===== config.mk =====
export PLATFORM = sky130hd
export DESIGN_NAME = mp3_joint_stereo_pipe_flat
export DESIGN_NICKNAME = d
export VERILOG_FILES = /design/src/rtl/mp3_joint_stereo_pipe_if.sv /design/src/rtl/mp3_joint_stereo_pipe.sv /design/src/flat_wrapper.sv
export SDC_FILE = /design/constraint.sdc
export NUM_CORES = 1
export LEC_CHECK = 0
export ABC_AREA = 1
export CAP_MARGIN = 0
export CELL_PAD_IN_SITES_DETAIL_PLACEMENT = 0
export CELL_PAD_IN_SITES_GLOBAL_PLACEMENT = 1
export CORE_MARGIN = 3
export CORE_UTILIZATION = 51
export CTS_CLUSTER_SIZE = 30
export DETAILED_ROUTE_END_ITERATION = 10
export PLACE_DENSITY = 0.84
export SETUP_SLACK_MARGIN = 0.1
export SYNTH_ARGS = -nofsm -noshare
export SYNTH_HDL_FRONTEND = slang
export SYNTH_SLANG_ARGS = --single-unit

===== constraint.sdc =====
create_clock -name clk -period 9.4 [get_ports clk]
set_clock_uncertainty 0.15 [all_clocks]
set_input_delay 1.41 -clock clk [delete_from_list [all_inputs] [get_ports clk]]
set_output_delay 1.41 -clock clk [all_outputs]
set_load 0.005 [all_outputs]

===== src/rtl/mp3_joint_stereo_pipe_if.sv =====
// mp3_joint_stereo_pipe_if: sample-pair stream, granule config and error flag of the joint-stereo stage.
interface mp3_joint_stereo_pipe_if #(
   parameter int DATA_W = 16,
   parameter int IDX_W  = 10
);
   logic [1:0]        mode;
   logic [1:0]        mode_ext;
   logic [IDX_W-1:0]  is_bound;
   logic              s_valid;
   logic              s_ready;
   logic [DATA_W-1:0] s_ch0;
   logic [DATA_W-1:0] s_ch1;
   logic [2:0]        s_is_pos;
   logic              s_last;
   logic              m_valid;
   logic              m_ready;
   logic [DATA_W-1:0] m_ch0;
   logic [DATA_W-1:0] m_ch1;
   logic              m_last;
   logic              err;
   modport slave (
      input  mode, mode_ext, is_bound, s_valid, s_ch0, s_ch1, s_is_pos, s_last, m_ready,
      output s_ready, m_valid, m_ch0, m_ch1, m_last, err
   );
   modport master (
      output mode, mode_ext, is_bound, s_valid, s_ch0, s_ch1, s_is_pos, s_last, m_ready,
      input  s_ready, m_valid, m_ch0, m_ch1, m_last, err
   );
endinterface


===== src/rtl/mp3_joint_stereo_pipe.sv =====
// mp3_joint_stereo_pipe: MS / intensity-stereo reconstruction as a 3-stage valid/ready pipe.
// Define MP3_JS_IS_EN to build the intensity-stereo path; otherwise IS samples fall back to MS or passthrough.
module mp3_joint_stereo_pipe #(
   parameter int DATA_W = 16,
   parameter int FRAC_W = 14,
   parameter int NSAMP  = 576,
   parameter int IDX_W  = 10
) (
   input logic clk,
   input logic rst,
   mp3_joint_stereo_pipe_if.slave bus
);
   localparam int SW = DATA_W + 1;
   localparam int CW = FRAC_W + 2;
   localparam int PW = SW + CW;
   localparam logic signed [CW-1:0] ONE  = CW'(1 << FRAC_W);
   localparam logic signed [CW-1:0] KMS  = CW'($rtoi(0.7071067811865476 * (2.0 ** FRAC_W) + 0.5));
   localparam logic signed [PW-1:0] HALF = PW'(1 << (FRAC_W - 1));
   localparam logic signed [PW-1:0] MAXV = PW'((1 << (DATA_W - 1)) - 1);
   localparam logic signed [PW-1:0] MINV = -MAXV - PW'(1);
   localparam logic [IDX_W-1:0] LAST_IDX = IDX_W'(NSAMP - 1);

   typedef enum logic {IDLE, RUN} state_t;

   function automatic logic [DATA_W-1:0] rnd_sat(input logic signed [PW-1:0] p);
      logic signed [PW-1:0] r;
      r = (p + HALF) >>> FRAC_W;
      return (r > MAXV) ? MAXV[DATA_W-1:0] : (r < MINV) ? MINV[DATA_W-1:0] : r[DATA_W-1:0];
   endfunction

   state_t state;
   logic [IDX_W-1:0] cnt;
   logic [1:0] mode_q, ext_q, mode_u, ext_u;
   logic idle, en, acc, joint, is_sel, ms_sel;
   logic signed [SW-1:0] c0e, c1e, x, y, x1, y1;
   logic signed [CW-1:0] tl, tr, kl, kr, kl1, kr1;
   logic signed [PW-1:0] pl2, pr2;
   logic v1, v2, last1, last2;

   assign en = !bus.m_valid || bus.m_ready;
   assign acc = bus.s_valid && en;
   assign bus.s_ready = en;
   assign idle = state == IDLE;
   // The first sample of a granule uses the live config, later ones the copy latched with it.
   assign mode_u = idle ? bus.mode : mode_q;
   assign ext_u = idle ? bus.mode_ext : ext_q;
   assign c0e = SW'($signed(bus.s_ch0));
   assign c1e = SW'($signed(bus.s_ch1));

`ifdef MP3_JS_IS_EN
   logic [IDX_W-1:0] bound_q, bound_u;
   logic signed [CW-1:0] kl_tab [8];

   function automatic int kl_f(input int p);
      real r;
      r = p == 1 ? 0.21132486540518713 : p == 2 ? 0.36602540378443865 : p == 3 ? 0.5 :
          p == 4 ? 0.6339745962155614 : p == 5 ? 0.7886751345948129 : p == 6 ? 1.0 : 0.0;
      return $rtoi(r * (2.0 ** FRAC_W));
   endfunction

   for (genvar i = 0; i < 8; i++) begin : g_tab
      localparam int KV = kl_f(i);
      assign kl_tab[i] = CW'(KV);
   end

   assign bound_u = idle ? bus.is_bound : bound_q;
`endif

   always_comb begin
      joint = mode_u == 2'b01;
      is_sel = 1'b0;
      tl = ONE;
      tr = ONE;
`ifdef MP3_JS_IS_EN
      is_sel = joint && ext_u[0] && cnt >= bound_u && bus.s_is_pos != 3'd7;
      tl = kl_tab[bus.s_is_pos];
      tr = kl_tab[3'd6 - bus.s_is_pos];
`endif
      ms_sel = !is_sel && joint && ext_u[1];
      x = ms_sel ? c0e + c1e : c0e;
      y = ms_sel ? c0e - c1e : is_sel ? c0e : c1e;
      kl = is_sel ? tl : ms_sel ? KMS : ONE;
      kr = is_sel ? tr : ms_sel ? KMS : ONE;
   end

   // Framing: a granule ends on s_last or at NSAMP-1, whichever comes first; disagreement is an error.
   always_ff @(posedge clk) begin
      if (rst) begin
         state <= IDLE;
         cnt <= '0;
         bus.err <= 1'b0;
      end else if (acc) begin
         if (idle) begin
            mode_q <= bus.mode;
            ext_q <= bus.mode_ext;
`ifdef MP3_JS_IS_EN
            bound_q <= bus.is_bound;
`endif
         end
         if (bus.s_last || cnt == LAST_IDX) begin
            state <= IDLE;
            cnt <= '0;
            if (bus.s_last != (cnt == LAST_IDX)) bus.err <= 1'b1;
         end else begin
            state <= RUN;
            cnt <= cnt + 1'b1;
         end
      end
   end

   always_ff @(posedge clk) begin
      if (rst) begin
         v1 <= 1'b0;
         v2 <= 1'b0;
         bus.m_valid <= 1'b0;
         bus.m_ch0 <= '0;
         bus.m_ch1 <= '0;
         bus.m_last <= 1'b0;
      end else if (en) begin
         v1 <= bus.s_valid;
         last1 <= bus.s_last;
         x1 <= x;
         y1 <= y;
         kl1 <= kl;
         kr1 <= kr;
         v2 <= v1;
         last2 <= last1;
         pl2 <= PW'(x1) * PW'(kl1);
         pr2 <= PW'(y1) * PW'(kr1);
         bus.m_valid <= v2;
         if (v2) begin
            bus.m_ch0 <= rnd_sat(pl2);
            bus.m_ch1 <= rnd_sat(pr2);
            bus.m_last <= last2;
         end
      end
   end
endmodule


===== src/flat_wrapper.sv =====
// flat-port wrapper written by rule: the top's interface ports become plain ports
module mp3_joint_stereo_pipe_flat 
#(
   parameter int DATA_W = 16,
   parameter int FRAC_W = 14,
   parameter int NSAMP  = 576,
   parameter int IDX_W  = 10
)
  (clk, rst, bus_mode, bus_mode_ext, bus_is_bound, bus_s_valid, bus_s_ch0, bus_s_ch1, bus_s_is_pos, bus_s_last, bus_m_ready, bus_s_ready, bus_m_valid, bus_m_ch0, bus_m_ch1, bus_m_last, bus_err);
  mp3_joint_stereo_pipe_if #(.DATA_W(DATA_W), .IDX_W(IDX_W)) bus_i ();
  input logic clk;
  input logic rst;
  input wire logic [$bits(bus_i.mode)-1:0] bus_mode;
  input wire logic [$bits(bus_i.mode_ext)-1:0] bus_mode_ext;
  input wire logic [$bits(bus_i.is_bound)-1:0] bus_is_bound;
  input wire logic [$bits(bus_i.s_valid)-1:0] bus_s_valid;
  input wire logic [$bits(bus_i.s_ch0)-1:0] bus_s_ch0;
  input wire logic [$bits(bus_i.s_ch1)-1:0] bus_s_ch1;
  input wire logic [$bits(bus_i.s_is_pos)-1:0] bus_s_is_pos;
  input wire logic [$bits(bus_i.s_last)-1:0] bus_s_last;
  input wire logic [$bits(bus_i.m_ready)-1:0] bus_m_ready;
  output wire logic [$bits(bus_i.s_ready)-1:0] bus_s_ready;
  output wire logic [$bits(bus_i.m_valid)-1:0] bus_m_valid;
  output wire logic [$bits(bus_i.m_ch0)-1:0] bus_m_ch0;
  output wire logic [$bits(bus_i.m_ch1)-1:0] bus_m_ch1;
  output wire logic [$bits(bus_i.m_last)-1:0] bus_m_last;
  output wire logic [$bits(bus_i.err)-1:0] bus_err;
  assign bus_i.mode = bus_mode;
  assign bus_i.mode_ext = bus_mode_ext;
  assign bus_i.is_bound = bus_is_bound;
  assign bus_i.s_valid = bus_s_valid;
  assign bus_i.s_ch0 = bus_s_ch0;
  assign bus_i.s_ch1 = bus_s_ch1;
  assign bus_i.s_is_pos = bus_s_is_pos;
  assign bus_i.s_last = bus_s_last;
  assign bus_i.m_ready = bus_m_ready;
  assign bus_s_ready = bus_i.s_ready;
  assign bus_m_valid = bus_i.m_valid;
  assign bus_m_ch0 = bus_i.m_ch0;
  assign bus_m_ch1 = bus_i.m_ch1;
  assign bus_m_last = bus_i.m_last;
  assign bus_err = bus_i.err;
  mp3_joint_stereo_pipe #(.DATA_W(DATA_W), .FRAC_W(FRAC_W), .NSAMP(NSAMP), .IDX_W(IDX_W)) u_core (.clk(clk), .rst(rst), .bus(bus_i));
endmodule

==> results.yml, run 1 <==
outcome:
  status: "finished clean"
routing:
  vias_per_cell: 4.935
  routed_wl_um: 37590
  firstDrtPassIters: 5
  drt_iter0_drc: 607
  ant_nets: 0
  vias: 13440
  drc: 0
  wl_per_cell_um: 13.80
clocking:
  clock_path_buffers: 2
  worstSkewPairLatency_ns: 0.44
  ctsHoldBuffers: 0
  cts_root_buffer: "clkbuf_16"
  clkTransAtPathRegs_ns: 0.06
  cts_tree: "yes"
  cts_setup_buffers: 0
  numClockSinks: 129
  numCtsBuffers: 17
  postCtsResizedCells: 0
  htree_levels: 4
place:
  pre_cts_slack_ns: 3.131
  placed_cell_area_um2: 18710
  dp_hpwl_um: 31820
  place.gp.congestion: 0.9128
  io_buffers: 75
pwr:
  comb_power_share: 0.653
  p_total_mw: 4.731
  peakVddDrop_mv: 0.1324
  p_int_mw: 2.428
  swShare: 0.4868
  p_sw_mw: 2.303
  power.share.clock: 0.147
  pwr-share-seq: 0.200
  p_leak_nw: 10.16
  powerDensity_nw_per_um2: 244.9
worst_setup_path:
  rrSetupSlack_ns: 3.19
  path_buf_inv: 6
  reg2reg_depth: 21
  crit_path_start: "u_core.kr1[13]"
  crit_slowest_cell: "inv_1"
  worstSetupStartpointType: "register"
  r2r_end: "u_core.pl2[29]"
  arrival_ns: 6.25
  worstReg2RegStart: "u_core.kr1[13]"
  cpPeakStageDelay_ns: 0.68
  cp_max_fo: 34
  cp_top_family: "adder cells"
  path_cells: "buf_4 > nand2_1 > inv_1 > ha_1 > inv_1 > fa_1 > inv_1 > fa_1 > fa_1 > fa_1 > fa_1 > inv_1 > ha_1 > inv_1 > o21bai_1 > nand3_1 > nand2_1 > a21oi_1 > o21ai_0 > a21oi_1 > xor2_1"
  critPathKind: "register to register"
  worstSetupEndpointType: "register"
  worst_ep_required_time_ns: 9.43
timing:
  maxSlewViolCount: 0
  finalSetupViolCount: 0
  setup-tns-final_ns: 0
  finalCritPeriodShare: 0.6607
  layout_setup_ws_ns: 3.190
  relSlewSlack: 0.2380
  rsz0062_at_grt: "false"
  worst_slew_pin_slew_ns: 1.143
  fmax_ghz: 0.1610
  hold_viol_final: 0
  finalCriticalPeriod_ns: 6.210
logic_synthesis:
  synth_cells: 2197
  synth.distinct_cells: 53
  ys_seq_elements: 129
  synth_fa_ha_area_frac: 0.3836
  muxShareOfSynthArea: 0
  ys_warn_count: 0
  syn_nets: 2688
  synth_top_family_by_area: "adder cells"
  synth-simple-area-share: 0.1696
  synth_compound_area_frac: 0.09273
  seq_area_frac_synth: 0.1935
  synthFlopType: "edfxtp_1"
  synth-xor-area-share: 0.04045
  async_flop_share: 0
  synth_edf_count: 81
  synth_area_um2: 17540
  syn_area_per_cell_um2: 7.984
global_routing:
  grtUsageTotal: 0.2134
  grt_pass1_wl_um: 63440
  antenna_found_initial: 0
  overflow: 0
  grt_max_degree: 79
  grt_pass1_vias: 13250
die:
  die_h_um: 191.5
  io-pin-count: 90
  dieArea_um2: 36660
  std_cell_rows: 67
  initial_core_util: 0.5205
  dieWidth_um: 191.5
  coreArea_um2: 33700
worst_hold_path:
  whs_path_depth: 0
  hold_class: "register to register"
  holdPathEnd: "u_core.last2"
  holdCritStartpoint: "u_core.last1"
layout:
  drive_gt1_frac: 0.03780
  layout.nets: 2753
  final_common_cell: "inv_1"
  syn_to_final_growth_pct: 10.15
  stdcell_area_um2: 19320
  layout_common_cells: "inv_1, nand2_1, ha_1, nor2_1, fa_1"
flow_run:
  drv_cap: 0
==> Yosys cell counts (10+ instances only) <==
master	number	area (um2)
a31oi_1	10	62.56
o21bai_1	13	97.59
fa_1	168	3363
o21ai_0	102	510.5
nand2_1	379	1423
xor2_1	61	534.3
nor2_1	196	735.7
nor3_1	24	120.1
inv_1	510	1914
clkbuf_1	17	63.81
nand3_1	64	320.3
nand2_2	20	125.1
a21oi_2	11	96.34
a21o_1	12	90.09
ha_1	269	3366
edfxtp_1	81	2432
xnor2_1	20	175.2
dfxtp_1	48	960.9
a21oi_1	104	520.5
==> metal layers <==
layer	global-route usage	part of all wire	up-vias	wire length [um]
li1	-	-	7004	-
met1	0.2950	0.49	6166	18360
met2	0.3572	0.46	240	17320
met3	0.03209	0.038	32	1412
met4	0.04375	0.013	0	507
met5	0	0	-	0
==> sequential cells by signal, summed over array words and instances, names as in the netlist <==
signal / count
u_core.state: 1
u_core.pl2: 20
u_core.bus.err: 1
u_core.y1: 17
u_core.cnt: 10
u_core.last1: 1
u_core.last2: 1
u_core.bus.m_last: 1
u_core.x1: 17
u_core.v1: 1
u_core.mode_q: 2
u_core.kr1: 2
u_core.bus.m_ch0: 16
u_core.bus.m_valid: 1
u_core.bus.m_ch1: 16
u_core.ext_q: 1
u_core.pr2: 20
u_core.v2: 1
==> layout make-up <==
class | count | area [um2]
Fill cell | 3172 | 14380
Multi-Input combinational cell | 1522 | 12050
Tap cell | 448 | 560.5
Timing Repair Buffer | 79 | 780.7
Antenna cell | 1 | 2.502
Sequential cell | 129 | 3393
Clock buffer | 18 | 429.2
Inverter | 513 | 1926
Clock inverter | 14 | 178.9
==> logic make-up after synthesis <==
group                    after synthesis
AO/OA/AOI/OAI                        285
XOR/XNOR                              81
adder cells (fa/ha/maj)              437
buffers and inverters                546
flip-flops                           129
AND/OR/NAND/NOR                      719
==> power by group through the flow <==
stage | combinational (mW) | clock [mW] | sequential, mW
2_1_floorplan | 2.40 | 0 | 0.928
3_3_place_gp | 3.07 | 0 | 0.959
3_5_place_dp | 3.09 | 0 | 0.961
4_1_cts | 3.12 | 0.710 | 0.949
5_1_grt | 3.61 | 0.732 | 0.965
6_report | 3.09 | 0.694 | 0.948
==> through the flow <==
step | std cells | hold slack [ns] | util
floorplan | 2197 | 0.2503 | -
global placement | 2691 | 0.2570 | 0.5552
detailed placement | 2691 | 0.2606 | 0.5552
CTS | 2723 | 0.2751 | 0.5733
global route | 2723 | 0.2886 | 0.5733
finish | 2724 | 0.2788 | 0.5733
==> worst max path at each step <==
stage                                 to  slack (ns)  cells past startpoint
after floorplan           u_core.pr2[28]        3.64                     20
after global placement    u_core.pr2[26]        3.17                     19
after detailed placement  u_core.pl2[32]        3.13                     20
after CTS                 u_core.pl2[32]        3.12                     20
after global routing      u_core.pl2[31]        2.63                     21
final                     u_core.pl2[29]        3.19                     21
No activity file was read; power rests on OpenSTA's default activity.
==> inputs of run 2 (changes only) <==
--- a/config.mk
+++ b/config.mk
@@ -10,10 +10,10 @@
 export CELL_PAD_IN_SITES_DETAIL_PLACEMENT = 0
 export CELL_PAD_IN_SITES_GLOBAL_PLACEMENT = 1
 export CORE_MARGIN = 3
-export CORE_UTILIZATION = 51
+export CORE_UTILIZATION = 43
 export CTS_CLUSTER_SIZE = 30
 export DETAILED_ROUTE_END_ITERATION = 10
-export PLACE_DENSITY = 0.84
+export PLACE_DENSITY = 0.75
 export SETUP_SLACK_MARGIN = 0.1
 export SYNTH_ARGS = -nofsm -noshare
 export SYNTH_HDL_FRONTEND = slang
==> constraint.sdc (replaced) <==
create_clock -name clk -period 5.7 [get_ports clk]
set_clock_uncertainty 0.15 [all_clocks]
set_input_delay 0.855 -clock clk [delete_from_list [all_inputs] [get_ports clk]]
set_output_delay 0.855 -clock clk [all_outputs]
set_load 0.005 [all_outputs]
==> results.yml, run 2 (synthesis results as in run 1) <==
layout:
  fill_cells: 3833
  final_common_cell: "inv_1"
  syn_to_final_growth_pct: 16.81
  reg_top3: "u_core.pl2 x20, u_core.pr2 x20"
  drive_gt1_frac: 0.1121
  layout.nets: 2816
  antenna_cells: 0
  multi_input_area_um2: 12680
  regArea_um2: 3393
  stdcell_area_um2: 20490
  layout_common_cells: "inv_1, nand2_1, ha_1, nor2_1, fa_1"
  utilization: 0.5122
place:
  io_buffers: 75
  dp_hpwl_um: 34170
  place.gp.congestion: 0.8862
  pre_cts_slack_ns: -0.07448
  placed_cell_area_um2: 19260
routing:
  wl_met1_um: 19790
  drc: 0
  wl_met2_um: 18300
  firstDrtPassIters: 6
  routed_wl_um: 39760
  drt_iter0_drc: 580
  vias: 13590
  ant_nets: 0
  wl_per_cell_um: 13.89
  vias_per_cell: 4.748
  dr_wl_met3_um: 1133
  dr.max_layer_used: "met4"
clocking:
  clkTransAtPathRegs_ns: 0.06
  cts_tree: "yes"
  worstSkewPairLatency_ns: 0.44
  ctsHoldBuffers: 0
  numCtsBuffers: 17
  cts_root_buffer: "clkbuf_16"
  clock_path_buffers: 2
  numClockSinks: 129
  htree_levels: 4
flow_run:
  drv_cap: 0
worst_setup_path:
  path_cells: "buf_12 > nand2_1 > inv_1 > ha_1 > fa_1 > inv_1 > fa_1 > fa_1 > fa_1 > fa_1 > inv_1 > ha_1 > nand2_1 > inv_1 > nand3_1 > nor3_1 > nand3b_1 > nand3_1 > nand2_1"
  arrival_ns: 5.56
  crit_top_cell: "fa_1"
  crit_slowest_cell: "fa_1"
  critPathKind: "register to register"
  cp_max_fo: 25
  worstSetupEndpointType: "register"
  worst_ep_required_time_ns: 5.73
  cp_top_family: "adder cells"
  worstSetupStartpointType: "register"
  path_buf_inv: 5
  cpPeakStageDelay_ns: 0.55
pwr:
  powerDensity_nw_per_um2: 432.6
  p_leak_nw: 10.50
  peakVddDrop_mv: 0.2738
timing:
  hold_viol_final: 0
  fmax_ghz: 0.1809
  maxSlewViolCount: 0
  setup-tns-final_ns: 0
  relSlewSlack: 0.1851
  finalCritPeriodShare: 0.9697
  layout_setup_ws_ns: 0.1728
  worst_slew_pin_slew_ns: 1.221
  holdWs_ns: 0.2810
  rsz0062_at_grt: "true"
  finalCriticalPeriod_ns: 5.527
  finalSetupViolCount: 0
global_routing:
  antenna_found_initial: 1
  grtUsageTotal: 0.1849
  grt_max_degree: 79
  grt_pass1_vias: 13820
  grt_pass1_wl_um: 66650
  overflow: 0
die:
  coreArea_um2: 40010
  initial_core_util: 0.4384
  std_cell_rows: 73
  die_h_um: 208.0
  io-pin-count: 90
  dieArea_um2: 43250
  dieWidth_um: 208.0
outcome:
  status: "finished clean"
worst_hold_path:
  hold_class: "register to register"
[run 2: cell count changes in the layout (fill, tap and decap cells not counted), moves of 24 or more]
cell and change:
buf_4 +61, ha_1 -26, a21oi_1 -28, a21oi_2 +27, ha_4 +24
[run 2: area by class of cell]
type / count / share of cell area
Clock buffer: 22 / 0.02369
Tap cell: 525 / 0.03206
Multi-Input combinational cell: 1522 / 0.6190
Inverter: 513 / 0.09398
Clock inverter: 10 / 0.003664
Sequential cell: 129 / 0.1656
Timing Repair Buffer: 142 / 0.06198
[run 2: per-stage QoR]
| step | power (mW) | std cells |
|---|---|---|
| 3_3_place_gp | 6.874 | 2827 |
| 5_1_grt | 9.825 | 2863 |
| 3_5_place_dp | 6.915 | 2827 |
| 4_1_cts | 8.160 | 2859 |
| 6_report | 8.863 | 2863 |
| 2_1_floorplan | 5.487 | 2197 |
[run 2: worst register-to-register path, delay by kind of cell (launching register included)]
kind / cells / cell delay, ns
simple gates: 7 / 0.89
buf+inv: 5 / 0.45
flops: 1 / 0.44
fa+ha+maj: 7 / 3.33
[run 2: timing repair]
action,CTS,global route
pin swaps,2,29
endpoints found under the setup margin,13,30
resized for setup,22,118
setup buffers,0,4
[run 2: power breakdown]
part	switching, mW	total [mW]	internal, mW
registers	0.174	1.57	1.39
logic	3.70	6.26	2.56
clock network	0.432	1.04	0.608
total	4.30	8.86	4.56
[run 2: routing by layer]
layer | vias to the layer above | track usage
li1 | 7116 | -
met1 | 6271 | 0.2575
met2 | 180 | 0.3063
met3 | 27 | 0.02865
met4 | 0 | 0.03976
met5 | - | 0
[run 2: worst paths after layout]
kind	from	end	slack (ns)	depth (start not counted)
hold reg to reg	u_core.last1	u_core.last2	0.28	0
setup / recovery	u_core.kr1[13]	u_core.pl2[30]	0.17	19
setup reg to reg	u_core.kr1[13]	u_core.pl2[30]	0.17	19
hold / removal	u_core.last1	u_core.last2	0.28	0
==> inputs of run 3 (changes only) <==
--- a/config.mk
+++ b/config.mk
@@ -10,11 +10,11 @@
 export CELL_PAD_IN_SITES_DETAIL_PLACEMENT = 0
 export CELL_PAD_IN_SITES_GLOBAL_PLACEMENT = 1
 export CORE_MARGIN = 3
-export CORE_UTILIZATION = 43
+export CORE_UTILIZATION = 47
 export CTS_CLUSTER_SIZE = 30
 export DETAILED_ROUTE_END_ITERATION = 10
-export PLACE_DENSITY = 0.75
-export SETUP_SLACK_MARGIN = 0.1
+export PLACE_DENSITY = 0.78
+export SETUP_SLACK_MARGIN = 0.2
 export SYNTH_ARGS = -nofsm -noshare
 export SYNTH_HDL_FRONTEND = slang
 export SYNTH_SLANG_ARGS = --single-unit
==> constraint.sdc (replaced) <==
create_clock -name clk -period 5.9 [get_ports clk]
set_clock_uncertainty 0.15 [all_clocks]
set_input_delay 0.885 -clock clk [delete_from_list [all_inputs] [get_ports clk]]
set_output_delay 0.885 -clock clk [all_outputs]
set_load 0.005 [all_outputs]
==> results.yml, run 3 (synthesis results as in run 1) <==
flow_run:
  drv_cap: 0
layout:
  final_common_cell: "inv_1"
  multi_input_area_um2: 12390
  regArea_um2: 3393
  layout_common_cells: "inv_1, nand2_1, ha_1, nor2_1, fa_1"
  stdcell_area_um2: 19880
  reg_top3: "u_core.pl2 x20, u_core.pr2 x20"
  layout.nets: 2781
  drive_gt1_frac: 0.08858
  fill_cells: 3525
  syn_to_final_growth_pct: 13.35
  antenna_cells: 0
place:
  placed_cell_area_um2: 18930
  dp_hpwl_um: 33600
  io_buffers: 75
  place.gp.congestion: 0.8975
die:
  coreArea_um2: 36700
  std_cell_rows: 70
  dieArea_um2: 39670
  initial_core_util: 0.4780
  io-pin-count: 90
  die_h_um: 199.2
  dieWidth_um: 199.2
worst_hold_path:
  hold_class: "register to register"
clocking:
  cts_root_buffer: "clkbuf_16"
  numClockSinks: 129
  numCtsBuffers: 17
  worstSkewPairLatency_ns: 0.45
  clock_path_buffers: 2
  cts_tree: "yes"
  clkTransAtPathRegs_ns: 0.07
  ctsHoldBuffers: 0
  htree_levels: 4
timing:
  holdWs_ns: 0.2730
  worst_slew_pin_slew_ns: 1.213
  setup-tns-final_ns: 0
  maxSlewViolCount: 0
  finalCriticalPeriod_ns: 5.578
  hold_viol_final: 0
  finalCritPeriodShare: 0.9454
  rsz0062_at_grt: "true"
  finalSetupViolCount: 0
  fmax_ghz: 0.1793
  relSlewSlack: 0.1913
global_routing:
  grt_pass1_vias: 13540
  grtUsageTotal: 0.2022
  antenna_found_initial: 0
  grt_pass1_wl_um: 65070
  overflow: 0
  grt_max_degree: 42
worst_setup_path:
  arrival_ns: 5.70
  worst_ep_required_time_ns: 6.02
  worstSetupEndpointType: "register"
  critPathKind: "register to register"
  cp_max_fo: 34
  worstSetupStartpointType: "register"
pwr:
  powerDensity_nw_per_um2: 403.4
  peakVddDrop_mv: 0.1884
  p_leak_nw: 10.26
routing:
  routed_wl_um: 39100
  ant_nets: 0
  drc: 0
  wl_per_cell_um: 14.11
  vias_per_cell: 4.887
  firstDrtPassIters: 5
  drt_iter0_drc: 520
  vias: 13540
outcome:
  status: "finished clean"
## run 3: changes by cell type in the layout (fill, tap and decap cells not counted), sizes merged
cell	delta
inv	+3
clkinv	+2
clkbuf	-5
buf	-35
## run 3: final timing paths
check	from	endpoint	slack (ns)	cells past startpoint
worst min register to register	u_core.last1	u_core.last2	0.27	0
worst max-delay path	u_core.kr1[13]	u_core.pr2[29]	0.32	20
worst max register to register	u_core.kr1[13]	u_core.pr2[29]	0.32	20
worst min-delay path	u_core.last1	u_core.last2	0.27	0
## run 3: metal layers
metal,global-route usage,wire length (um),share of wire,vias up
met5,0,0,0,-
met4,0.05596,821,0.021,0
met3,0.02512,1076,0.028,40
met2,0.3327,17730,0.45,208
met1,0.2828,19470,0.50,6237
li1,-,-,-,7057
## run 3: layout make-up
cell class | instances | area share
clock buffers | 17 | 0.02140
clock inverters | 15 | 0.007174
inverters | 513 | 0.09723
multi-input cells | 1522 | 0.6230
flip-flops and latches | 129 | 0.1707
well taps | 468 | 0.02945
repair buffers | 107 | 0.05110
## run 3: worst max-delay path, cell delays in order (launching register included)
cell	delay, ns
edfxtp_1	0.41
buf_12	0.20
nand2_1	0.09
inv_1	0.11
ha_1	0.33
fa_1	0.52
fa_1	0.57
inv_1	0.06
fa_1	0.50
fa_1	0.52
fa_1	0.54
inv_1	0.05
ha_2	0.31
nand2_1	0.15
inv_1	0.05
nand2_1	0.09
inv_1	0.05
a21oi_1	0.16
nand3_1	0.17
a21oi_2	0.16
xor2_1	0.21
## run 3: repair_timing
| action | 4_1_cts | 5_1_grt |
|---|---|---|
| pin swaps | 0 | 8 |
| resized for setup | 7 | 93 |
| endpoints found under the setup margin | 4 | 29 |
| setup buffers | 0 | 6 |
## run 3: power breakdown
| part | internal (mW) | switching, mW |
|---|---|---|
| logic | 2.12 | 3.35 |
| clock network | 0.558 | 0.472 |
| registers | 1.34 | 0.172 |
## run 3: stage by stage
step                      utilization  total power [mW]  cells  setup slack (ns)
after global routing           0.5418             8.916   2771           0.08935
after floorplan                     -             5.301   2197            0.2207
final                          0.5418             8.021   2771            0.3223
after CTS                      0.5317             7.651   2765            0.1978
after global placement         0.5157             6.502   2733            0.1827
after detailed placement       0.5157             6.554   2733            0.1142
==> edit, RTL diff (config.mk and constraints of run 3) <==
Add a define of `MP3_JS_IS_EN`.
--- a/src/rtl/mp3_joint_stereo_pipe.sv
+++ b/src/rtl/mp3_joint_stereo_pipe.sv
@@ -1,5 +1,7 @@
 // mp3_joint_stereo_pipe: MS / intensity-stereo reconstruction as a 3-stage valid/ready pipe.
 // Define MP3_JS_IS_EN to build the intensity-stereo path; otherwise IS samples fall back to MS or passthrough.
+`define MP3_JS_IS_EN
+
 module mp3_joint_stereo_pipe #(
    parameter int DATA_W = 16,
    parameter int FRAC_W = 14,
Formal check against the unedited RTL: not equivalent (a bounded check fails within 4 cycles, from zero or initial values and one cycle with rst high).
==> edit against run 3 <==
  * Sequential cell count up 27
  * Cell area up 78%
  * Worst hold slack better by 0.0050 ns
  * Routed wire length up 99%
  * Synthesized area up 67%
  * Setup slack worse by 0.11 ns
  * Synthesized cell count up 69%
  * First-iteration DRC count up 140%
  * Highest routed layer unchanged
Power is left out: the tool's default activity adds up to more than one toggle a clock period on the data nets, which glitch-free logic cannot reach.
==> edit: results (changes against run 3) <==
status finished clean (unchanged); Synth top cells by count 966 x inv_1, 815 x nand2_1, 484 x fa_1 (was 510 x inv_1, 379 x nand2_1, 269 x ha_1); Final HPWL DP 66.2 mm (was 33.6 mm); Compound-Gate Fraction of Synth Area 6.36% (was 9.27%); IO buf count 89 (was 75); CTS Root Cell clkbuf_16 (unchanged); post-synth cell types 49 (was 53); syn_area_per_cell 7.87 µm² (was 7.98 µm²); number of global-route vias before repair 24000 (was 13500); Max stage delay on crit path 0.63 ns (was 0.57 ns); adder-cell share of the synthesized area 43.7% (was 38.4%); xor/xnor cell area share of the yosys netlist 3.66% (was 4.04%); first-pass GRT wire length 125 mm (was 65.1 mm); DRT met1 WL 37.1 mm (was 19.5 mm); initial DRC count 1231 (was 520); clock-pin slew on the worst setup and hold paths 0.07 ns (about the same); largest cells by area after synthesis fa_1 33%, inv_1 12%, edfxtp_1 11%, ha_1 11%, nand2_1 10% (was ha_1 19%, fa_1 19%, edfxtp_1 14%, inv_1 11%, nand2_1 8.1%); met3 WL 4.36 mm (was 1.08 mm); Critical Path AT 5.77 ns (was 5.70 ns); met2 WL 34.9 mm (was 17.7 mm); Slowest-stage cell, CP fa_2 (was fa_1); uppermost layer routed met4 (unchanged); largest net degree at the start of global routing 53 (was 42); terminus of the critical flop-to-flop path u_core.pr2[25]$_DFFE_PP_ (was u_core.pr2[29]$_DFFE_PP_); routed len/inst 15.9 µm (was 14.1 µm); layout cells sized above 1 17.0% (was 8.86%); WL final 77.6 mm (was 39.1 mm); met1 GRT Util 35.1% (was 28.3%); CP startpoint u_core.kr1[12]$_SDFFCE_PN0P_ (was u_core.kr1[13]$_DFFE_PP_); GP Congestion 0.929 (was 0.898); maximum root-to-sink buffer count 2 (unchanged); Nets 4819 (was 2781); Clock Latency Late Sink 0.49 ns (was 0.45 ns); GR Util All Layers 23.9% (was 20.2%); CP max FO 7 (was 34); Resize count post-CTS 92 (was 7); sequential area share after synthesis 14.4% (was 19.3%); reg2reg setup slack 0.21 ns (was 0.32 ns); M2 GR Usage 37.5% (was 33.3%); syn nets 4501 (was 2688); Vias/cell 4.86 (was 4.89); Post-synth EDFFs 108 (was 81); FF-to-FF path depth 22 (was 20); FFs w/ async S/R, synth 0% (unchanged); worst slew pin tran 1.14 ns (was 1.21 ns); post-CTS setup buffer count 19 (was 0); met3 Track Usage GR 3.91% (was 2.51%)
## edit: stage by stage
step / worst slack [ns] / cell area [µm²] / util, % / hold WS [ns]
after floorplan: 0.208 / 29200 / - / 0.250
after global placement: 0.000371 / 32700 / 53.6 / 0.255
after detailed placement: -0.0952 / 32700 / 53.6 / 0.275
after CTS: 0.168 / 33800 / 55.5 / 0.282
after global routing: 0.0194 / 35400 / 58.2 / 0.300
final: 0.211 / 35400 / 58.2 / 0.278
## edit: area by class of cell
class / count / area, µm²
inverters: 969 / 3650
well taps: 828 / 1040
fillers: 5583 / 25500
clock buffers: 20 / 468
clock inverters: 12 / 104
multi-input cells: 2478 / 22400
flip-flops and latches: 156 / 4200
repair buffers: 412 / 3570
## edit: critical path, delay by kind of cell, from the launching register on
family          cells  cell delay, ns
buf+inv             8            0.77
fa+ha+maj           7            3.30
compound gates      3            0.42
simple gates        3            0.23
xor+xnor            1            0.14
flops               1            0.42
